<file path="config.mk">
export PLATFORM = sky130hd
export DESIGN_NAME = spi_master
export DESIGN_NICKNAME = d
export VERILOG_FILES = /design/src/rtl/spi_pkg.sv /design/src/rtl/spi_clkgen.sv /design/src/rtl/spi_master.sv
export SDC_FILE = /design/constraint.sdc
export NUM_CORES = 1
export LEC_CHECK = 0
export ABC_AREA = 1
export BUFFER_PORTS_ARGS = -buffer_cell sky130_fd_sc_hd__buf_4
export CAP_MARGIN = 20
export CELL_PAD_IN_SITES_DETAIL_PLACEMENT = 0
export CELL_PAD_IN_SITES_GLOBAL_PLACEMENT = 1
export CORE_UTILIZATION = 48
export CTS_BUF_LIST = sky130_fd_sc_hd__clkbuf_4
export CTS_CLUSTER_DIAMETER = 200
export DETAILED_ROUTE_END_ITERATION = 10
export HOLD_SLACK_MARGIN = 0.12
export PLACE_DENSITY_LB_ADDON = 0.1
export SETUP_SLACK_MARGIN = 0.4
export SLEW_MARGIN = 40
export SYNTH_ARGS = -nofsm -noshare
export SYNTH_HDL_FRONTEND = slang
export SYNTH_SLANG_ARGS = --single-unit
</file>
<file path="constraint.sdc">
create_clock -name clk -period 4.19 [get_ports clk]
set_input_delay 0.419 -clock clk [delete_from_list [all_inputs] [get_ports clk]]
set_output_delay 0.419 -clock clk [all_outputs]
set_load 0.01 [all_outputs]
</file>
<file path="src/rtl/spi_pkg.sv">
// Shared definitions for the SPI frame-link controller.
//   spi_state_e       : controller FSM states
//   SPI_MSGID_DEFAULT : default expected message-ID header of a received frame
//   SPI_CLK_DIV_MIN   : smallest sclk half-period (clk cycles) the peripheral's
//                       synchronizer can follow
package spi_pkg;

  typedef enum logic [2:0] {
    ST_IDLE,
    ST_SETUP,
    ST_SHIFT,
    ST_HOLD,
    ST_GAP
  } spi_state_e;

  localparam logic [31:0]  SPI_MSGID_DEFAULT = 32'h74697277;
  localparam int unsigned  SPI_CLK_DIV_MIN   = 4;

endpackage

</file>
<file path="src/rtl/spi_clkgen.sv">
// sclk generator for spi_master.
// While en_i is high, sclk toggles every CLK_DIV clk cycles, starting low.
// While en_i is low the half-period count is held at zero and sclk is held
// low, so each enable starts a fresh half-period.
// Ports:
//   clk, rst : system clock, synchronous active-high reset
//   en_i     : run the generator
//   sclk_o   : registered SPI clock
//   rise_o   : sclk goes high at the end of this cycle (one-cycle strobe)
//   fall_o   : sclk goes low at the end of this cycle (one-cycle strobe)
module spi_clkgen import spi_pkg::*; #(
  parameter int unsigned CLK_DIV = SPI_CLK_DIV_MIN
) (
  input  logic clk,
  input  logic rst,
  input  logic en_i,
  output logic sclk_o,
  output logic rise_o,
  output logic fall_o
);

  localparam int CNT_W = (CLK_DIV > 1) ? $clog2(CLK_DIV) : 1;

  logic [CNT_W-1:0] cnt_q, cnt_d;
  logic             sclk_q, sclk_d;
  logic             term;

  assign term = (cnt_q == CNT_W'(CLK_DIV - 1));

  always_comb begin
    cnt_d  = cnt_q;
    sclk_d = sclk_q;
    if (!en_i) begin
      cnt_d  = '0;
      sclk_d = 1'b0;
    end else if (term) begin
      cnt_d  = '0;
      sclk_d = ~sclk_q;
    end else begin
      cnt_d  = cnt_q + CNT_W'(1);
    end
  end

  always_ff @(posedge clk) begin
    if (rst) begin
      cnt_q  <= '0;
      sclk_q <= 1'b0;
    end else begin
      cnt_q  <= cnt_d;
      sclk_q <= sclk_d;
    end
  end

  assign sclk_o = sclk_q;
  assign rise_o = en_i && term && !sclk_q;
  assign fall_o = en_i && term && sclk_q;

endmodule

</file>
<file path="src/rtl/spi_master.sv">
// SPI controller for the riocore frame link (mode 0, MSB first).
// One start exchanges one full-duplex frame of BUFFER_SIZE bits; the received
// frame is published on rx_data together with a done/valid pulse.
// Optional build macro SPI_MASTER_MSGID_CHECK_EN: when defined, a received
// frame is published (rx_data update + valid) only if its top 32 bits equal
// MSGID; done still pulses for every frame.
// Ports:
//   clk, rst : system clock, synchronous active-high reset
//   start    : one-cycle frame request, accepted only when idle
//   tx_data  : frame to send, latched on acceptance
//   rx_data  : last published received frame
//   busy     : frame in progress (acceptance through done, inclusive)
//   done     : one-cycle pulse at frame end
//   valid    : one-cycle pulse with done when rx_data was updated
//   sclk     : SPI clock, idles low
//   sel      : chip select, active low
//   mosi     : serial data out
//   miso     : serial data in
module spi_master import spi_pkg::*; #(
  parameter int unsigned BUFFER_SIZE = 64,
  parameter logic [31:0] MSGID       = SPI_MSGID_DEFAULT,
  parameter int unsigned CLK_DIV     = 4
) (
  input  logic                   clk,
  input  logic                   rst,
  input  logic                   start,
  input  logic [BUFFER_SIZE-1:0] tx_data,
  output logic [BUFFER_SIZE-1:0] rx_data,
  output logic                   busy,
  output logic                   done,
  output logic                   valid,
  output logic                   sclk,
  output logic                   sel,
  output logic                   mosi,
  input  logic                   miso
);

  localparam int unsigned N      = BUFFER_SIZE;
  // A shorter half-period would outrun the peripheral's synchronizer.
  localparam int unsigned HALF   = (CLK_DIV < SPI_CLK_DIV_MIN) ? SPI_CLK_DIV_MIN : CLK_DIV;
  localparam int          BIT_W  = $clog2(N + 1);
  localparam int          WAIT_W = $clog2(HALF + 1);

`ifdef SPI_MASTER_MSGID_CHECK_EN
  localparam bit ID_CHECK = 1'b1;
`else
  localparam bit ID_CHECK = 1'b0;
`endif

  spi_state_e         state_q, state_d;
  logic [N-1:0]       tx_q, tx_d;
  logic [N-1:0]       rx_q, rx_d;
  logic [N-1:0]       rx_data_q, rx_data_d;
  logic [BIT_W-1:0]   bit_cnt_q, bit_cnt_d;
  logic [WAIT_W-1:0]  wait_q, wait_d;
  logic               sel_q, sel_d;
  logic               mosi_q, mosi_d;
  logic               done_q, done_d;
  logic               valid_q, valid_d;
  logic               sample_q;
  logic               clk_en, rise, fall, sclk_w;
  logic               id_ok;

  // The generator's first half-period doubles as the SETUP wait, so its
  // first rise strobe is also the SETUP -> SHIFT transition.
  assign clk_en = (state_q == ST_SETUP) || (state_q == ST_SHIFT);

  spi_clkgen #(
    .CLK_DIV (HALF)
  ) u_clkgen (
    .clk    (clk),
    .rst    (rst),
    .en_i   (clk_en),
    .sclk_o (sclk_w),
    .rise_o (rise),
    .fall_o (fall)
  );

  assign id_ok = !ID_CHECK || (rx_q[N-1 -: 32] == MSGID);

  always_comb begin
    state_d   = state_q;
    tx_d      = tx_q;
    rx_d      = rx_q;
    rx_data_d = rx_data_q;
    bit_cnt_d = bit_cnt_q;
    wait_d    = wait_q;
    sel_d     = sel_q;
    mosi_d    = mosi_q;
    done_d    = 1'b0;
    valid_d   = 1'b0;

    // miso is captured in the first cycle sclk is high (one cycle after the
    // rise strobe), giving the peripheral's output the longest settle time.
    if (sample_q) begin
      rx_d = {rx_q[N-2:0], miso};
    end

    unique case (state_q)
      ST_IDLE: begin
        wait_d = '0;
        if (start) begin
          state_d   = ST_SETUP;
          tx_d      = tx_data;
          bit_cnt_d = '0;
          sel_d     = 1'b0;
          mosi_d    = tx_data[N-1];
        end
      end
      ST_SETUP: begin
        if (rise) begin
          state_d = ST_SHIFT;
        end
      end
      ST_SHIFT: begin
        if (fall) begin
          tx_d = {tx_q[N-2:0], 1'b0};
          if (bit_cnt_q == BIT_W'(N - 1)) begin
            state_d = ST_HOLD;
            wait_d  = '0;
            mosi_d  = 1'b0;
          end else begin
            bit_cnt_d = bit_cnt_q + BIT_W'(1);
            mosi_d    = tx_q[N-2];
          end
        end
      end
      ST_HOLD: begin
        if (wait_q == WAIT_W'(HALF - 1)) begin
          state_d = ST_GAP;
          wait_d  = '0;
          sel_d   = 1'b1;
        end else begin
          wait_d = wait_q + WAIT_W'(1);
        end
      end
      ST_GAP: begin
        // GAP spans HALF cycles of sel high plus the done cycle, so a new
        // start cannot be accepted while done is still showing.
        if (wait_q == WAIT_W'(HALF)) begin
          state_d = ST_IDLE;
        end else begin
          wait_d = wait_q + WAIT_W'(1);
          if (wait_q == WAIT_W'(HALF - 1)) begin
            done_d  = 1'b1;
            valid_d = id_ok;
            if (id_ok) begin
              rx_data_d = rx_q;
            end
          end
        end
      end
      default: state_d = ST_IDLE;
    endcase
  end

  always_ff @(posedge clk) begin
    if (rst) begin
      state_q   <= ST_IDLE;
      rx_data_q <= '0;
      bit_cnt_q <= '0;
      wait_q    <= '0;
      sel_q     <= 1'b1;
      mosi_q    <= 1'b0;
      done_q    <= 1'b0;
      valid_q   <= 1'b0;
      sample_q  <= 1'b0;
    end else begin
      state_q   <= state_d;
      rx_data_q <= rx_data_d;
      bit_cnt_q <= bit_cnt_d;
      wait_q    <= wait_d;
      sel_q     <= sel_d;
      mosi_q    <= mosi_d;
      done_q    <= done_d;
      valid_q   <= valid_d;
      sample_q  <= rise;
    end
  end

  always_ff @(posedge clk) begin
    tx_q <= tx_d;
    rx_q <= rx_d;
  end

  assign rx_data = rx_data_q;
  assign busy    = (state_q != ST_IDLE);
  assign done    = done_q;
  assign valid   = valid_q;
  assign sclk    = sclk_w;
  assign sel     = sel_q;
  assign mosi    = mosi_q;

endmodule

</file>
Word-level counts from Yosys, hierarchy flattened
Cells that the tools add are included.

cells by class
  equality and inequality tests = 16
  reductions and logical operators = 19
  bitwise gates (word level) = 4
  multiplexer cells = 27
  add/subtract/negate cells = 3

operator list
  kind                   count
  $mux W63               2
  $pmux W63 S2           1
  $mux W3                10
  $mux W7                3
  $pmux W3 S5            1
  $ne A2 B2 Y1 const B   7
  $pmux W7 S2            1
  $pmux W3 S4            1
  $eq A3 B2 Y1 const B   3
  $reduce_and A3 Y1      3
  $reduce_and A4 Y1      2
  $add A7 B1 Y7 const B  1
  $eq A7 B6 Y1 const B   1
  $eq A3 B3 Y1 const B   2
  $mux W1                6
  $reduce_and A6 Y1      1
  $reduce_or A3 Y1       2
  $not A1 Y1             4
  $pmux W1 S2            2
  $reduce_bool A2 Y1     2
  $reduce_bool A4 Y1     1
  $add A3 B1 Y3 const B  1
  $eq A3 B1 Y1 const B   1
  $logic_and A1 B1 Y1    3
  other kinds (8)        8

storage, ports and cells
  bits in registers = 211
  input bits = 68
  output and inout port bits = 70

Depth between registers and ports, before layout
Gate-level depths: netlist of the first run.

  word-level depth = 6
  depth in mapped cells = 10

Cells and area by module
From an unflattened synthesis of the first run, not the netlist that was laid out.

unflattened totals
  cell total of the unflattened synthesis = 784
  area total of the unflattened synthesis = 8069.0 um^2

by module, submodules not included
  module      seq. area each (um^2)  times used  area each (um^2)  cells an instance
  spi_master  5435.2                 1           7933.9            767
  spi_clkgen  60.1                   1           135.1             17

Least setup slack after synthesis of the first run
No wires, ideal clock.

  path kind = register to register
  from = reg state_q[2]
  to = reg tx_q[0], enable pin
  path buffers = 0
  data arrival time = 2.467 ns
  library setup time = 0.438 ns
  period minus slack after synthesis = 2.905 ns
  data required time = 3.752 ns
  setup slack = 1.285 ns
  cell stages (with the launch flop) = 4
  cells stage by stage = dfxtp_1 > nor2_4 > nand2_1 > o22ai_2

between the ends
  cells in the longest elaborated chain, start to end = 6
  elaborated cells between the ends (all ways) = 10
  classes of those cells = 4 x eq/ne; 6 x reduce/logical

ends and longest elaborated chain
  item                                                 RTL line                            source
  start, declared                                      spi_master.sv:50                    spi_state_e state_q, state_d;
  start signal, assigned                               spi_master.sv:169                   state_q <= state_d;
  $eq A3 B1 Y1 / $eq A3 B2 Y1 (equally long branches)  spi_master.sv:66, spi_master.sv:99
  $logic_or A1 B1 Y1                                   spi_master.sv:66                    assign clk_en = (state_q == ST_SETUP) || (state_q == ST_SHIFT);
  $logic_and A1 B1 Y1 (2 in series)                    spi_clkgen.sv:56                    assign fall_o = en_i && term && sclk_q;
  $ne A2 B2 Y1 (no line)                               --
  $reduce_and A3 Y1 (no line) (*)                      --
  end signal, assigned                                 spi_master.sv:182                   tx_q <= tx_d;
  end, declared                                        spi_master.sv:51                    logic [N-1:0] tx_q, tx_d;

Every way passes the cells marked *; elsewhere a longest branch is shown, timed or not.
A chain may end at the register's enable or synchronous reset.

Final worst setup path of the first run
  from = reg state_q[2]
  to = reg tx_q[54], data pin

between the ends
  cells in the longest elaborated chain, start to end = 2
  elaborated cells between the ends (all ways) = 3
  classes of those cells = 1 x eq/ne; 1 x mux; 1 x reduce/logical

ends and longest elaborated chain
  item                                                     RTL line          source
  $eq A3 B2 Y1 / $logic_not A3 Y1 (equally long branches)  spi_master.sv:99  unique case (state_q)
  $pmux W63 S2 (*)                                         spi_master.sv:99
  via tx_d[54]                                             spi_master.sv:51

The timed path passes the listed nets; every way through them passes the cells marked *.

==> impl_results.html, run 1 <==
<table>
<tr><th>Metric</th><th>Value</th></tr>
<tr><th colspan="2">Status</th></tr>
<tr><td>Run status</td><td>complete, no violations</td></tr>
<tr><th colspan="2">Worst setup path</th></tr>
<tr><td>Register-to-register setup slack</td><td>1870 ps</td></tr>
<tr><td>Path depth of the worst reg2reg path</td><td>6</td></tr>
<tr><td>Worst Setup End Kind</td><td>flop</td></tr>
<tr><td>Data required time at the worst endpoint</td><td>between 4000 and 5000 ps</td></tr>
<tr><td>Kind of launch point of the worst setup path</td><td>flop</td></tr>
<tr><td>Worst endpoint data arrival time</td><td>around 2800 ps</td></tr>
<tr><td>Worst Path Class, Setup</td><td>flop to flop</td></tr>
<tr><td>Largest driver fanout on the critical path</td><td>70</td></tr>
<tr><th colspan="2">Timing</th></tr>
<tr><td>Min Clock Period, post-route</td><td>roughly 2300 ps</td></tr>
<tr><td>Max Clock Freq</td><td>~430 MHz</td></tr>
<tr><td>Final total negative setup slack</td><td>0 ps</td></tr>
<tr><td>Headroom to the max-slew limit</td><td>49.2%</td></tr>
<tr><td>Final-report hold violation count</td><td>0</td></tr>
<tr><td>Slew Limit Fails</td><td>0</td></tr>
<tr><td>Tightest Pin Transition</td><td>approximately 760 ps</td></tr>
<tr><td>Final worst path period share</td><td>~55%</td></tr>
<tr><td>Total of endpoints with negative setup slack in the final report</td><td>0</td></tr>
<tr><td>Setup repair after global routing missed its margin</td><td>false</td></tr>
<tr><td>Max Clock Skew</td><td>33.9 ps</td></tr>
<tr><th colspan="2">Synth</th></tr>
<tr><td>Gate count after technology mapping</td><td>between 700 and 800</td></tr>
<tr><td>Number of flip-flops and latches in the synthesized netlist</td><td>approximately 210</td></tr>
<tr><td>Net count after synthesis</td><td>between 800 and 900</td></tr>
<tr><td>Synthesis warning total</td><td>0</td></tr>
<tr><td>Prevailing post-synth register cell</td><td>sky130_fd_sc_hd__edfxtp_1</td></tr>
<tr><td>Most frequent cells after synthesis</td><td>sky130_fd_sc_hd__nand2_1, sky130_fd_sc_hd__nor2_1, sky130_fd_sc_hd__edfxtp_1</td></tr>
<tr><td>EDFF count, synth</td><td>between 100 and 150</td></tr>
<tr><td>Fraction of registers with async set/reset</td><td>0%</td></tr>
<tr><td>Most frequent cell after synthesis</td><td>sky130_fd_sc_hd__nand2_1</td></tr>
<tr><td>Number of different library cells in the post-synthesis netlist</td><td>25</td></tr>
<tr><td>Largest area contributor in the synthesized netlist</td><td>sky130_fd_sc_hd__edfxtp_1</td></tr>
<tr><td>Per-instance average area after synthesis</td><td>about 10 sq um</td></tr>
<tr><td>Area share of the largest cell type after synthesis</td><td>between 40% and 50%</td></tr>
<tr><td>Largest cells by area after synthesis</td><td>sky130_fd_sc_hd__edfxtp_1, sky130_fd_sc_hd__dfxtp_1, sky130_fd_sc_hd__nand2_1</td></tr>
<tr><td>Sequential share of the synthesized area</td><td>~70%</td></tr>
<tr><td>Cell area after synthesis</td><td>~7900 sq um</td></tr>
<tr><th colspan="2">Flow run</th></tr>
<tr><td># Max-Cap Violations</td><td>0</td></tr>
<tr><th colspan="2">GRT</th></tr>
<tr><td>Number of antenna violations at the first check in global routing</td><td>1</td></tr>
<tr><td>Via count of the first global-routing pass</td><td>roughly 5800</td></tr>
<tr><td>Largest net degree at the start of global routing</td><td>77</td></tr>
<tr><td>First-pass GRT wire length</td><td>between 20 and 30 mm</td></tr>
<tr><td>Overall overflow remaining after global route</td><td>0</td></tr>
<tr><td>Overall fraction of global-route tracks in use</td><td>about 20%</td></tr>
<tr><th colspan="2">Floorplan</th></tr>
<tr><td>Floorplan Core Area</td><td>approximately 16000 sq um</td></tr>
<tr><td>IO Count</td><td>about 140</td></tr>
<tr><td>Chip width</td><td>about 130 microns</td></tr>
<tr><td>Initial Util</td><td>just under 50%</td></tr>
<tr><td>Number of rows in the core area</td><td>46</td></tr>
<tr><td>Chip height</td><td>approximately 130 microns</td></tr>
<tr><td>Area enclosed by the die boundary</td><td>17000 sq um</td></tr>
<tr><th colspan="2">Drt</th></tr>
<tr><td>Drt initial violations</td><td>280</td></tr>
<tr><td>Number of antenna-violating nets in the routed design</td><td>0</td></tr>
<tr><td>Via count</td><td>5954</td></tr>
<tr><td>Detailed-route wire length</td><td>between 15 and 20 mm</td></tr>
<tr><td>Detailed-routing iteration count for the pre-antenna-repair pass</td><td>4</td></tr>
<tr><td>Wire per inst</td><td>13.1 microns</td></tr>
<tr><td># DRC</td><td>0</td></tr>
<tr><td>Vias per cell</td><td>~4.7</td></tr>
<tr><th colspan="2">Clocking</th></tr>
<tr><td>TritonCTS clock tree</td><td>done</td></tr>
<tr><td>H-tree level count</td><td>2</td></tr>
<tr><td>Number of buffers added by the clock tree synthesis step</td><td>52</td></tr>
<tr><td>Master cell of the clock root buffer</td><td>sky130_fd_sc_hd__clkbuf_4</td></tr>
<tr><td>Worst-case clock buffer depth</td><td>3</td></tr>
<tr><td>Post-CTS resize count</td><td>0</td></tr>
<tr><td>Source-to-sink clock delay at the later pin of the worst-skew pair</td><td>roughly 650 ps</td></tr>
<tr><td>Clock-pin slew on the worst setup and hold paths</td><td>approximately 70 ps</td></tr>
<tr><td>Number of setup buffers added after CTS</td><td>0</td></tr>
<tr><td>Number of clock sinks seen by CTS</td><td>approximately 210</td></tr>
<tr><th colspan="2">Layout</th></tr>
<tr><td>Fill count</td><td>between 1000 and 1500</td></tr>
<tr><td>Sequential cell area</td><td>5500 sq um</td></tr>
<tr><td>Multi-input logic area</td><td>2140 sq um</td></tr>
<tr><td>Final #Nets</td><td>between 1000 and 1500</td></tr>
<tr><td>Share of layout cells above drive strength 1</td><td>23.0%</td></tr>
<tr><td>Synth-to-layout area growth</td><td>32.3%</td></tr>
<tr><td>End-of-flow core utilization</td><td>about two thirds</td></tr>
<tr><td>Finished Cell Area</td><td>10400 sq um</td></tr>
<tr><th colspan="2">Pwr</th></tr>
<tr><td>Power density over cell area</td><td>501 nW/um^2</td></tr>
<tr><td>Maximum vdd drop</td><td>approximately 0.28 mV</td></tr>
<tr><td>Leakage power total</td><td>between 4 and 5 nW</td></tr>
<tr><th colspan="2">Place</th></tr>
<tr><td>Gpl congestion</td><td>~0.75</td></tr>
<tr><td>Area of placed instances</td><td>a little over 9000 sq um</td></tr>
<tr><td>Count of buffers inserted at the top-level ports</td><td>around 140</td></tr>
<tr><td>Post-detailed-placement half-perimeter wirelength</td><td>9.43 mm</td></tr>
<tr><th colspan="2">Hold path</th></tr>
<tr><td>Worst hold path class</td><td>input port to flop</td></tr>
<tr><td>Hold Path Stages</td><td>4</td></tr>
</table>
[state kept, by name, summed over array words and instances, names as in the netlist, 2 cells and up]
| register | cells |
|---|---|
| rx_q | 64 |
| tx_q | 63 |
| wait_q | 3 |
| state_q | 3 |
| rx_data | 64 |
| u_clkgen.cnt_q | 2 |
| bit_cnt_q | 7 |
[final cells by class]
class	instances	share of cell area, %
multi-input cells	508	20.5
well taps	216	2.59
inverters	23	0.875
clock buffers	83	5.97
flip-flops and latches	211	52.7
repair buffers	207	16.5
clock inverters	15	0.839
diodes	1	0.0240
[cells by family after synthesis]
group,Yosys count,share of synthesized area (%)
simple gates,420,20.7
flops,211,69.7
compound gates,81,5.28
buf+inv,60,3.35
fa+ha+maj,6,0.952
xor+xnor,1,0.111
[report_power, final]
group	switching [mW]	internal (mW)
clock	0.797	0.962
combinational	0.549	0.295
sequential	0.0962	2.53
[worst paths after layout]
check             start       end
max reg2reg  state_q[2]  tx_q[54]
min reg2reg    rx_q[62]  rx_q[63]
min               start       sel
max          state_q[2]  tx_q[54]
[critical path: stages, from the launching register on]
cell	delay, ps
sky130_fd_sc_hd__dfxtp_1	390
sky130_fd_sc_hd__nor2_4	210
sky130_fd_sc_hd__nand2_4	410
sky130_fd_sc_hd__inv_2	280
sky130_fd_sc_hd__buf_4	550
sky130_fd_sc_hd__nand2_1	150
sky130_fd_sc_hd__nand2_1	120
[cells in the final DEF (no fill, tap or decap), types with 7 or more instances in the layout]
cell type / Yosys / final
sky130_fd_sc_hd__clkbuf_4: 0 / 83
sky130_fd_sc_hd__clkinv_1: 0 / 11
sky130_fd_sc_hd__edfxtp_1: 127 / 127
sky130_fd_sc_hd__dfxtp_1: 84 / 83
sky130_fd_sc_hd__dlygate4sd3_1: 0 / 66
sky130_fd_sc_hd__inv_1: 18 / 17
sky130_fd_sc_hd__o21ai_0: 57 / 57
sky130_fd_sc_hd__buf_4: 3 / 140
sky130_fd_sc_hd__nor2_1: 165 / 165
sky130_fd_sc_hd__nand2_1: 236 / 236
sky130_fd_sc_hd__a21oi_1: 7 / 7
sky130_fd_sc_hd__nand3_1: 9 / 9
sky130_fd_sc_hd__o21ai_1: 14 / 14
[what timing repair did]
action | CTS | global route
setup endpoints to repair | 0 | 0
endpoints found under the hold margin | 70 | 0
hold buffers | 66 | 0
[per-layer routing]
| layer | vias to the layer above | track usage (%) | wire, microns |
|---|---|---|---|
| met5 | - | 0 | 0 |
| met4 | 0 | 8.62 | 376 |
| met3 | 34 | 5.82 | 891 |
| met2 | 149 | 32.5 | 7910 |
| met1 | 2744 | 24.2 | 7340 |
| li1 | 3027 | - | - |
[per-stage QoR]
step	hold slack [ps]	total power, mW	cells	setup WS, ps
after floorplan	399	3.23	779	1290
after global placement	407	3.41	1099	1850
after detailed placement	428	3.46	1099	1780
after CTS	214	5.29	1263	1770
after global routing	238	5.54	1264	1700
final	250	5.23	1264	1870
Note: power is estimated with default switching activity, not from simulation.
==> run 2: changes to the inputs <==
--- a/config.mk
+++ b/config.mk
@@ -10,7 +10,7 @@
 export CAP_MARGIN = 20
 export CELL_PAD_IN_SITES_DETAIL_PLACEMENT = 0
 export CELL_PAD_IN_SITES_GLOBAL_PLACEMENT = 1
-export CORE_UTILIZATION = 48
+export CORE_UTILIZATION = 45
 export CTS_BUF_LIST = sky130_fd_sc_hd__clkbuf_4
 export CTS_CLUSTER_DIAMETER = 200
 export DETAILED_ROUTE_END_ITERATION = 10
==> constraint.sdc (replaced) <==
create_clock -name clk -period 2.2 [get_ports clk]
set_input_delay 0.22 -clock clk [delete_from_list [all_inputs] [get_ports clk]]
set_output_delay 0.22 -clock clk [all_outputs]
set_load 0.01 [all_outputs]
==> run 2 against run 1 <==
Compared with the run above:
- combinational power grew 100%
- maximum frequency grew 39%
- clock power grew 94%
- wire length grew 4.8%
- clock-buffer cell count grew 9
- global-route usage shrank 0.77 points
- first-iteration DRC count grew 9.3%
- die area grew 6.6%
- sequential share of layout area shrank 1.3 points
==> impl_results.html, run 2 (synthesis results as in run 1) <==
<table>
<tr><th>Metric</th><th>Value</th></tr>
<tr><th colspan="2">Worst setup path</th></tr>
<tr><td>Worst Setup End Kind</td><td>flop</td></tr>
<tr><td>Worst Path Class, Setup</td><td>flop to flop</td></tr>
<tr><td>Kind of launch point of the worst setup path</td><td>flop</td></tr>
<tr><td>Worst endpoint data arrival time</td><td>2240 ps (-560 ps)</td></tr>
<tr><td>Cell with the biggest individual delay on the critical path</td><td>sky130_fd_sc_hd__dfxtp_1</td></tr>
<tr><td>Critical register-to-register path endpoint</td><td>rx_data[48]</td></tr>
<tr><td>Peak per-stage delay on the critical path</td><td>360 ps (-190 ps)</td></tr>
<tr><td>Cell family contributing the most delay on the critical path</td><td>buffers and inverters</td></tr>
<tr><td>Cell-by-cell trace of the critical path</td><td>ha_1, ha_1, nand4_1, buf_4, inv_2, clkbuf_16, nor2_1, nor2_1</td></tr>
<tr><td>Path depth of the worst reg2reg path</td><td>8 (+2)</td></tr>
<tr><td>Data required time at the worst endpoint</td><td>2770 ps (-1910 ps)</td></tr>
<tr><td>Startpoint of the worst-slack reg-to-reg timing path</td><td>wait_q[0]</td></tr>
<tr><td>Largest driver fanout on the critical path</td><td>29 (-59%)</td></tr>
<tr><td>Total buffers and inverters traversed by the critical path</td><td>3 (+1)</td></tr>
<tr><td>Register-to-register setup slack</td><td>540 ps (-1340 ps)</td></tr>
<tr><th colspan="2">Timing</th></tr>
<tr><td>Final total negative setup slack</td><td>0 ps (unchanged)</td></tr>
<tr><td>Worst-case setup margin in the final layout</td><td>535 ps (-1340 ps)</td></tr>
<tr><td>Headroom to the max-slew limit</td><td>60.6% (+11 points)</td></tr>
<tr><td>Final worst path period share</td><td>75.7% (+20 points)</td></tr>
<tr><td>Max Clock Skew</td><td>42.0 ps (+8.12 ps)</td></tr>
<tr><td>Slew Limit Fails</td><td>0 (unchanged)</td></tr>
<tr><td>Worst Hold Margin</td><td>278 ps (+28.0 ps)</td></tr>
<tr><td>Max Clock Freq</td><td>601 MHz (+39%)</td></tr>
<tr><td>Setup repair after global routing missed its margin</td><td>false</td></tr>
<tr><td>Min Clock Period, post-route</td><td>1660 ps (-651 ps)</td></tr>
<tr><td>Tightest Pin Transition</td><td>591 ps (-171 ps)</td></tr>
<tr><td>Final-report hold violation count</td><td>0 (unchanged)</td></tr>
<tr><td>Total of endpoints with negative setup slack in the final report</td><td>0 (unchanged)</td></tr>
<tr><th colspan="2">Place</th></tr>
<tr><td>Area of placed instances</td><td>9210 sq um (+1.7%)</td></tr>
<tr><td>Gpl congestion</td><td>0.735 (-2.6%)</td></tr>
<tr><td>Count of buffers inserted at the top-level ports</td><td>137 (unchanged)</td></tr>
<tr><td>Setup slack after placement</td><td>418 ps (-1360 ps)</td></tr>
<tr><td>Post-detailed-placement half-perimeter wirelength</td><td>10.3 mm (+9.5%)</td></tr>
<tr><td>Number of placed instances with taps included</td><td>1118 (+1.7%)</td></tr>
<tr><th colspan="2">Pwr</th></tr>
<tr><td>Power density over cell area</td><td>946 nW/um^2 (+89%)</td></tr>
<tr><td>Maximum vdd drop</td><td>0.402 mV (+44%)</td></tr>
<tr><td>Leakage power total</td><td>4.47 nW (+3.0%)</td></tr>
<tr><th colspan="2">Hold path</th></tr>
<tr><td>Hold Path Stages</td><td>2 (-2)</td></tr>
<tr><td>Capture endpoint of the worst hold path</td><td>rx_q[0]</td></tr>
<tr><td>Worst hold path class</td><td>input port to flop</td></tr>
<tr><td>Min-delay src</td><td>miso</td></tr>
<tr><th colspan="2">Floorplan</th></tr>
<tr><td>Number of rows in the core area</td><td>48 (+4.3%)</td></tr>
<tr><td>IO Count</td><td>138 (unchanged)</td></tr>
<tr><td>Chip width</td><td>134 microns (+3.2%)</td></tr>
<tr><td>Chip height</td><td>134 microns (+3.2%)</td></tr>
<tr><td>Initial Util</td><td>45.8% (-3.7 points)</td></tr>
<tr><td>Floorplan Core Area</td><td>17200 sq um (+8.1%)</td></tr>
<tr><td>Area enclosed by the die boundary</td><td>18100 sq um (+6.6%)</td></tr>
<tr><th colspan="2">Drt</th></tr>
<tr><td>Drt initial violations</td><td>306 (+9.3%)</td></tr>
<tr><td>Number of antenna-violating nets in the routed design</td><td>0 (unchanged)</td></tr>
<tr><td>Via count</td><td>6102 (+2.5%)</td></tr>
<tr><td>Vias per cell</td><td>4.72 (+0.19%)</td></tr>
<tr><td>Detailed-route wire length</td><td>17.3 mm (+4.8%)</td></tr>
<tr><td>Wire per inst</td><td>13.4 microns (+2.5%)</td></tr>
<tr><td># DRC</td><td>0 (unchanged)</td></tr>
<tr><td>Detailed-routing iteration count for the pre-antenna-repair pass</td><td>4 (unchanged)</td></tr>
<tr><th colspan="2">Layout</th></tr>
<tr><td>Commonest non-fill, non-tap cell in the layout</td><td>sky130_fd_sc_hd__nand2_1</td></tr>
<tr><td>Share of layout cells above drive strength 1</td><td>25.1% (+2.1 points)</td></tr>
<tr><td>Final #Nets</td><td>1095 (+1.7%)</td></tr>
<tr><td>Final Instance Count excl. Fillers</td><td>1293 (+2.3%)</td></tr>
<tr><td>Synth-to-layout area growth</td><td>35.6%</td></tr>
<tr><td>Leading cell types in the layout, fill and taps excluded</td><td>sky130_fd_sc_hd__nand2_1, sky130_fd_sc_hd__nor2_1, sky130_fd_sc_hd__buf_4</td></tr>
<tr><td>Finished Cell Area</td><td>10700 sq um (+2.6%)</td></tr>
<tr><th colspan="2">Clocking</th></tr>
<tr><td>Clock-pin slew on the worst setup and hold paths</td><td>70 ps (about the same)</td></tr>
<tr><td>Number of clock sinks seen by CTS</td><td>211 (unchanged)</td></tr>
<tr><td>Number of buffers added by the clock tree synthesis step</td><td>54 (+3.8%)</td></tr>
<tr><td>Worst-case clock buffer depth</td><td>3 (unchanged)</td></tr>
<tr><td>TritonCTS clock tree</td><td>done</td></tr>
<tr><td>Source-to-sink clock delay at the later pin of the worst-skew pair</td><td>660 ps (about the same)</td></tr>
<tr><td>H-tree level count</td><td>2 (unchanged)</td></tr>
<tr><td>Master cell of the clock root buffer</td><td>sky130_fd_sc_hd__clkbuf_4</td></tr>
<tr><th colspan="2">GRT</th></tr>
<tr><td>Largest net degree at the start of global routing</td><td>59 (-23%)</td></tr>
<tr><td>Overall overflow remaining after global route</td><td>0 (unchanged)</td></tr>
<tr><td>Via count of the first global-routing pass</td><td>6002 (+2.9%)</td></tr>
<tr><td>Overall fraction of global-route tracks in use</td><td>19.0% (-0.77 points)</td></tr>
<tr><td>First-pass GRT wire length</td><td>27.6 mm (+3.9%)</td></tr>
<tr><td>Number of antenna violations at the first check in global routing</td><td>1 (unchanged)</td></tr>
<tr><th colspan="2">Status</th></tr>
<tr><td>Run status</td><td>complete, no violations</td></tr>
<tr><th colspan="2">Flow run</th></tr>
<tr><td># Max-Cap Violations</td><td>0 (unchanged)</td></tr>
</table>
run 2: metal layers:
metal	up-vias	wire length, microns	GRT usage (%)
met5	-	0	0
met4	0	248	7.93
met3	24	1100	5.78
met2	152	8270	30.7
met1	2854	7690	23.7
li1	3072	-	-
run 2: worst register-to-register path, stage by stage, from the launching register on:
cell and delay (ps):
sky130_fd_sc_hd__dfxtp_1 360, sky130_fd_sc_hd__ha_1 190, sky130_fd_sc_hd__ha_1 210, sky130_fd_sc_hd__nand4_1 110, sky130_fd_sc_hd__buf_4 180, sky130_fd_sc_hd__inv_2 160
sky130_fd_sc_hd__clkbuf_16 250, sky130_fd_sc_hd__nor2_1 70, sky130_fd_sc_hd__nor2_1 90
run 2: cell type report:
class | instances | area [sq um]
fillers | 1420 | 6540
flip-flops and latches | 211 | 5500
multi-input cells | 508 | 2150
repair buffers | 223 | 1940
clock buffers | 92 | 691
well taps | 225 | 282
inverters | 23 | 86.3
clock inverters | 10 | 47.5
diodes | 1 | 2.50
run 2: stage by stage:
stage                     power, mW  utilization, %
after floorplan                6.17               -
after global placement         6.61            53.4
after detailed placement       6.69            53.4
after CTS                      10.3            61.6
after global routing           10.7            62.1
final                          10.1            62.1
run 2: repair_timing:
action                     in CTS  in global routing
pin swaps                       0                  1
setup endpoints to repair       1                107
hold endpoints to repair       90                  0
setup buffers                   0                  2
hold buffers                   67                  0
resized for setup               0                  4
gates cloned                    0                  3
run 2: worst max-delay path by stage:
stage                             from          end  slack, ps  cells after the start
final                        wait_q[0]  rx_data[48]        540                      8
after global routing      bit_cnt_q[0]   state_q[1]        390                      9
after CTS                    wait_q[0]   rx_data[1]        400                      7
after detailed placement     wait_q[0]  rx_data[19]        420                      7
after global placement       wait_q[0]  rx_data[26]        520                      7
after floorplan             state_q[0]      tx_q[0]         60                      3
run 2: report_power, final:
| part | leakage [nW] | total [mW] | switching (mW) | internal [mW] |
|---|---|---|---|---|
| sequential | 1.81 | 5.00 | 0.188 | 4.81 |
| clock | 0.444 | 3.42 | 1.54 | 1.88 |
| combinational | 2.22 | 1.70 | 1.06 | 0.639 |
| total | 4.47 | 10.1 | 2.79 | 7.33 |
==> run 3: changes to the inputs <==
==> constraint.sdc (replaced) <==
create_clock -name clk -period 1.6 [get_ports clk]
set_input_delay 0.16 -clock clk [delete_from_list [all_inputs] [get_ports clk]]
set_output_delay 0.16 -clock clk [all_outputs]
set_load 0.01 [all_outputs]
==> run 3 against run 2 <==
Compared with the run above:
- non-clock buffer count is 39 higher
- register-to-register slack worse by 510 ps
- first-iteration DRC count is 5.6% lower
- via count is 3.4% higher
- total power is 43% higher
- final area is 11% higher
- sequential share of layout area is 4.6 points lower
- global-route usage is 2.3 points higher
- critical path depth is 2 lower
- wire length is 10% higher
- setup slack worse by 510 ps
- sequential cell count stayed put
- critical endpoint is now tx_q[6]
==> impl_results.html, run 3 (synthesis results as in run 1) <==
<table>
<tr><th>Metric</th><th>Value</th></tr>
<tr><th colspan="2">Layout</th></tr>
<tr><td>Share of layout cells above drive strength 1</td><td>37.1% (+12 points)</td></tr>
<tr><td>Synth-to-layout area growth</td><td>50.4%</td></tr>
<tr><td>End-of-flow core utilization</td><td>68.8% (+6.7 points)</td></tr>
<tr><td>Fill count</td><td>1324 (-6.8%)</td></tr>
<tr><td>Leading cell types in the layout, fill and taps excluded</td><td>sky130_fd_sc_hd__nand2_1, sky130_fd_sc_hd__buf_4, sky130_fd_sc_hd__edfxtp_1</td></tr>
<tr><td>Final #Nets</td><td>1133 (+3.5%)</td></tr>
<tr><td>Final Instance Count excl. Fillers</td><td>1327 (+2.6%)</td></tr>
<tr><td>Commonest non-fill, non-tap cell in the layout</td><td>sky130_fd_sc_hd__nand2_1</td></tr>
<tr><th colspan="2">Drt</th></tr>
<tr><td>M1 WL</td><td>8.29 mm (+7.9%)</td></tr>
<tr><td># DRC</td><td>0 (unchanged)</td></tr>
<tr><td>Detailed-route wire length</td><td>19.1 mm (+10%)</td></tr>
<tr><td>Number of antenna-violating nets in the routed design</td><td>0 (unchanged)</td></tr>
<tr><td>Via count</td><td>6308 (+3.4%)</td></tr>
<tr><td>Vias per cell</td><td>4.75 (+0.73%)</td></tr>
<tr><td>Top layer in use</td><td>met4</td></tr>
<tr><td>Detailed-routing iteration count for the pre-antenna-repair pass</td><td>6 (+2)</td></tr>
<tr><td>Drt initial violations</td><td>289 (-5.6%)</td></tr>
<tr><td>Wire per inst</td><td>14.4 microns (+7.3%)</td></tr>
<tr><td>WL met2</td><td>9.28 mm (+12%)</td></tr>
<tr><td>Met3 layer wire length in the routed design</td><td>1.16 mm (+5.5%)</td></tr>
<tr><th colspan="2">Floorplan</th></tr>
<tr><td>Chip width</td><td>134 microns (unchanged)</td></tr>
<tr><td>Chip height</td><td>134 microns (unchanged)</td></tr>
<tr><td>Initial Util</td><td>45.8% (unchanged)</td></tr>
<tr><td>Area enclosed by the die boundary</td><td>18100 sq um (unchanged)</td></tr>
<tr><td>Number of rows in the core area</td><td>48 (unchanged)</td></tr>
<tr><td>Floorplan Core Area</td><td>17200 sq um (unchanged)</td></tr>
<tr><td>IO Count</td><td>138 (unchanged)</td></tr>
<tr><th colspan="2">Status</th></tr>
<tr><td>Run status</td><td>complete, no violations</td></tr>
<tr><th colspan="2">Worst setup path</th></tr>
<tr><td>Register-to-register setup slack</td><td>30 ps (-510 ps)</td></tr>
<tr><td>Critical path's most frequent cell</td><td>sky130_fd_sc_hd__buf_12</td></tr>
<tr><td>Peak per-stage delay on the critical path</td><td>370 ps (about the same)</td></tr>
<tr><td>Worst Setup End Kind</td><td>flop</td></tr>
<tr><td>Cell-by-cell trace of the critical path</td><td>nor2_4, buf_6, nand2_4, o22ai_4, buf_12, buf_12</td></tr>
<tr><td>Worst Path Class, Setup</td><td>flop to flop</td></tr>
<tr><td>Path depth of the worst reg2reg path</td><td>6 (-2)</td></tr>
<tr><td>Data required time at the worst endpoint</td><td>1950 ps (-820 ps)</td></tr>
<tr><td>Largest driver fanout on the critical path</td><td>17 (-41%)</td></tr>
<tr><td>Critical register-to-register path endpoint</td><td>tx_q[6]</td></tr>
<tr><td>Kind of launch point of the worst setup path</td><td>flop</td></tr>
<tr><td>Startpoint of the worst-slack reg-to-reg timing path</td><td>state_q[0]</td></tr>
<tr><td>Worst endpoint data arrival time</td><td>1930 ps (-310 ps)</td></tr>
<tr><td>Cell with the biggest individual delay on the critical path</td><td>sky130_fd_sc_hd__dfxtp_4</td></tr>
<tr><th colspan="2">Pwr</th></tr>
<tr><td>Leakage power total</td><td>4.93 nW (+10%)</td></tr>
<tr><td>Overall Power</td><td>14.5 mW (+43%)</td></tr>
<tr><td>Power density over cell area</td><td>1220 nW/um^2 (+29%)</td></tr>
<tr><td>Maximum vdd drop</td><td>0.655 mV (+63%)</td></tr>
<tr><th colspan="2">Flow run</th></tr>
<tr><td># Max-Cap Violations</td><td>0 (unchanged)</td></tr>
<tr><th colspan="2">Timing</th></tr>
<tr><td>Headroom to the max-slew limit</td><td>60.4% (-0.26 points)</td></tr>
<tr><td>Max Clock Skew</td><td>59.4 ps (+17.4 ps)</td></tr>
<tr><td>Slew Limit Fails</td><td>0 (unchanged)</td></tr>
<tr><td>Worst Hold Margin</td><td>196 ps (-81.8 ps)</td></tr>
<tr><td>Final-report hold violation count</td><td>0 (unchanged)</td></tr>
<tr><td>Final worst path period share</td><td>98.3% (+23 points)</td></tr>
<tr><td>Min Clock Period, post-route</td><td>1570 ps (-92.2 ps)</td></tr>
<tr><td>Max Clock Freq</td><td>636 MHz (+5.9%)</td></tr>
<tr><td>Setup repair after global routing missed its margin</td><td>true</td></tr>
<tr><td>Tightest Pin Transition</td><td>595 ps (+3.85 ps)</td></tr>
<tr><td>Total of endpoints with negative setup slack in the final report</td><td>0 (unchanged)</td></tr>
<tr><td>Final total negative setup slack</td><td>0 ps (unchanged)</td></tr>
<tr><th colspan="2">Place</th></tr>
<tr><td>Count of buffers inserted at the top-level ports</td><td>137 (unchanged)</td></tr>
<tr><td>Number of placed instances with taps included</td><td>1124 (+0.54%)</td></tr>
<tr><td>Post-detailed-placement half-perimeter wirelength</td><td>10.5 mm (+1.8%)</td></tr>
<tr><td>Gpl congestion</td><td>0.798 (+8.6%)</td></tr>
<tr><th colspan="2">GRT</th></tr>
<tr><td>Number of antenna violations at the first check in global routing</td><td>1 (unchanged)</td></tr>
<tr><td>Via count of the first global-routing pass</td><td>6209 (+3.4%)</td></tr>
<tr><td>First-pass GRT wire length</td><td>30.1 mm (+9.2%)</td></tr>
<tr><td>Overall overflow remaining after global route</td><td>0 (unchanged)</td></tr>
<tr><td>Largest net degree at the start of global routing</td><td>44 (-25%)</td></tr>
<tr><td>Overall fraction of global-route tracks in use</td><td>21.3% (+2.3 points)</td></tr>
<tr><th colspan="2">Clocking</th></tr>
<tr><td>Number of buffers added by the clock tree synthesis step</td><td>52 (-3.7%)</td></tr>
<tr><td>Number of clock sinks seen by CTS</td><td>211 (unchanged)</td></tr>
<tr><td>TritonCTS clock tree</td><td>done</td></tr>
<tr><td>Worst-case clock buffer depth</td><td>3 (unchanged)</td></tr>
<tr><td>Master cell of the clock root buffer</td><td>sky130_fd_sc_hd__clkbuf_4</td></tr>
<tr><td>H-tree level count</td><td>2 (unchanged)</td></tr>
<tr><td>Clock-pin slew on the worst setup and hold paths</td><td>70 ps (about the same)</td></tr>
<tr><td>Source-to-sink clock delay at the later pin of the worst-skew pair</td><td>680 ps (+20 ps)</td></tr>
<tr><th colspan="2">Hold path</th></tr>
<tr><td>Worst hold path class</td><td>input port to flop</td></tr>
<tr><td>Min-delay src</td><td>miso</td></tr>
<tr><td>Hold Path Stages</td><td>2 (unchanged)</td></tr>
<tr><td>Capture endpoint of the worst hold path</td><td>rx_q[0]</td></tr>
</table>
[run 3: changes by cell type in the layout (fill, tap and decap cells not counted), sizes merged]
cell | previous run | this run
nand2 | 239 | 240
clkbuf | 94 | 83
inv | 23 | 25
clkinvlp | 0 | 1
buf | 154 | 192
clkinv | 10 | 12
bufbuf | 0 | 1
[run 3: through the flow]
| step | setup WS (ps) | area, sq um |
|---|---|---|
| finish | 27.6 | 11900 |
| global route | -5.36 | 11900 |
| CTS | 50.5 | 11300 |
| detailed placement | 75.5 | 9350 |
| global placement | 123 | 9350 |
| floorplan | -539 | 8040 |
[run 3: routing by layer]
metal	track usage (%)	up-vias
met5	0	-
li1	-	3157
met2	34.1	161
met1	27.7	2962
met4	8.30	0
met3	5.59	28
[run 3: worst max path at each step]
stage	endpoint	cells after the start	slack (ps)	from
finish	tx_q[6]	6	30	state_q[0]
global placement	tx_q[10]	5	120	state_q[2]
floorplan	tx_q[0]	3	-540	state_q[0]
CTS	busy	3	50	state_q[2]
detailed placement	tx_q[8]	5	80	state_q[0]
global route	rx_data[47]	8	-5	wait_q[0]
[run 3: power breakdown]
part	total [mW]	switching, mW	internal, mW
clock	4.47	2.16	2.31
sequential	6.90	0.275	6.63
combinational	3.13	1.74	1.40
total	14.5	4.17	10.3
[run 3: layout make-up]
type,count,area [sq um],area share [%]
Multi-Input combinational cell,509,2620,22.1
Antenna cell,1,2.50,0.0211
Timing Repair Buffer,262,2630,22.2
Clock buffer,81,608,5.13
Sequential cell,211,5550,46.8
Clock inverter,15,66.3,0.559
Inverter,23,101,0.854
Tap cell,225,282,2.37
[run 3: worst max-delay path: cells and delay by family, from the launching register on]
family	cells	cell delay, ps
AOI/OAI and AO/OA	1	180
buffers and inverters	3	470
DFF	1	370
and+or+nand+nor	2	250
[run 3: what timing repair did]
action / 4_1_cts / 5_1_grt
setup buffers: 17 / 9
hold endpoints to repair: 116 / 0
cloned: 10 / 3
hold buffers: 67 / 0
pin swaps: 14 / 32
resized for setup: 66 / 130
endpoints found under the setup margin: 277 / 277
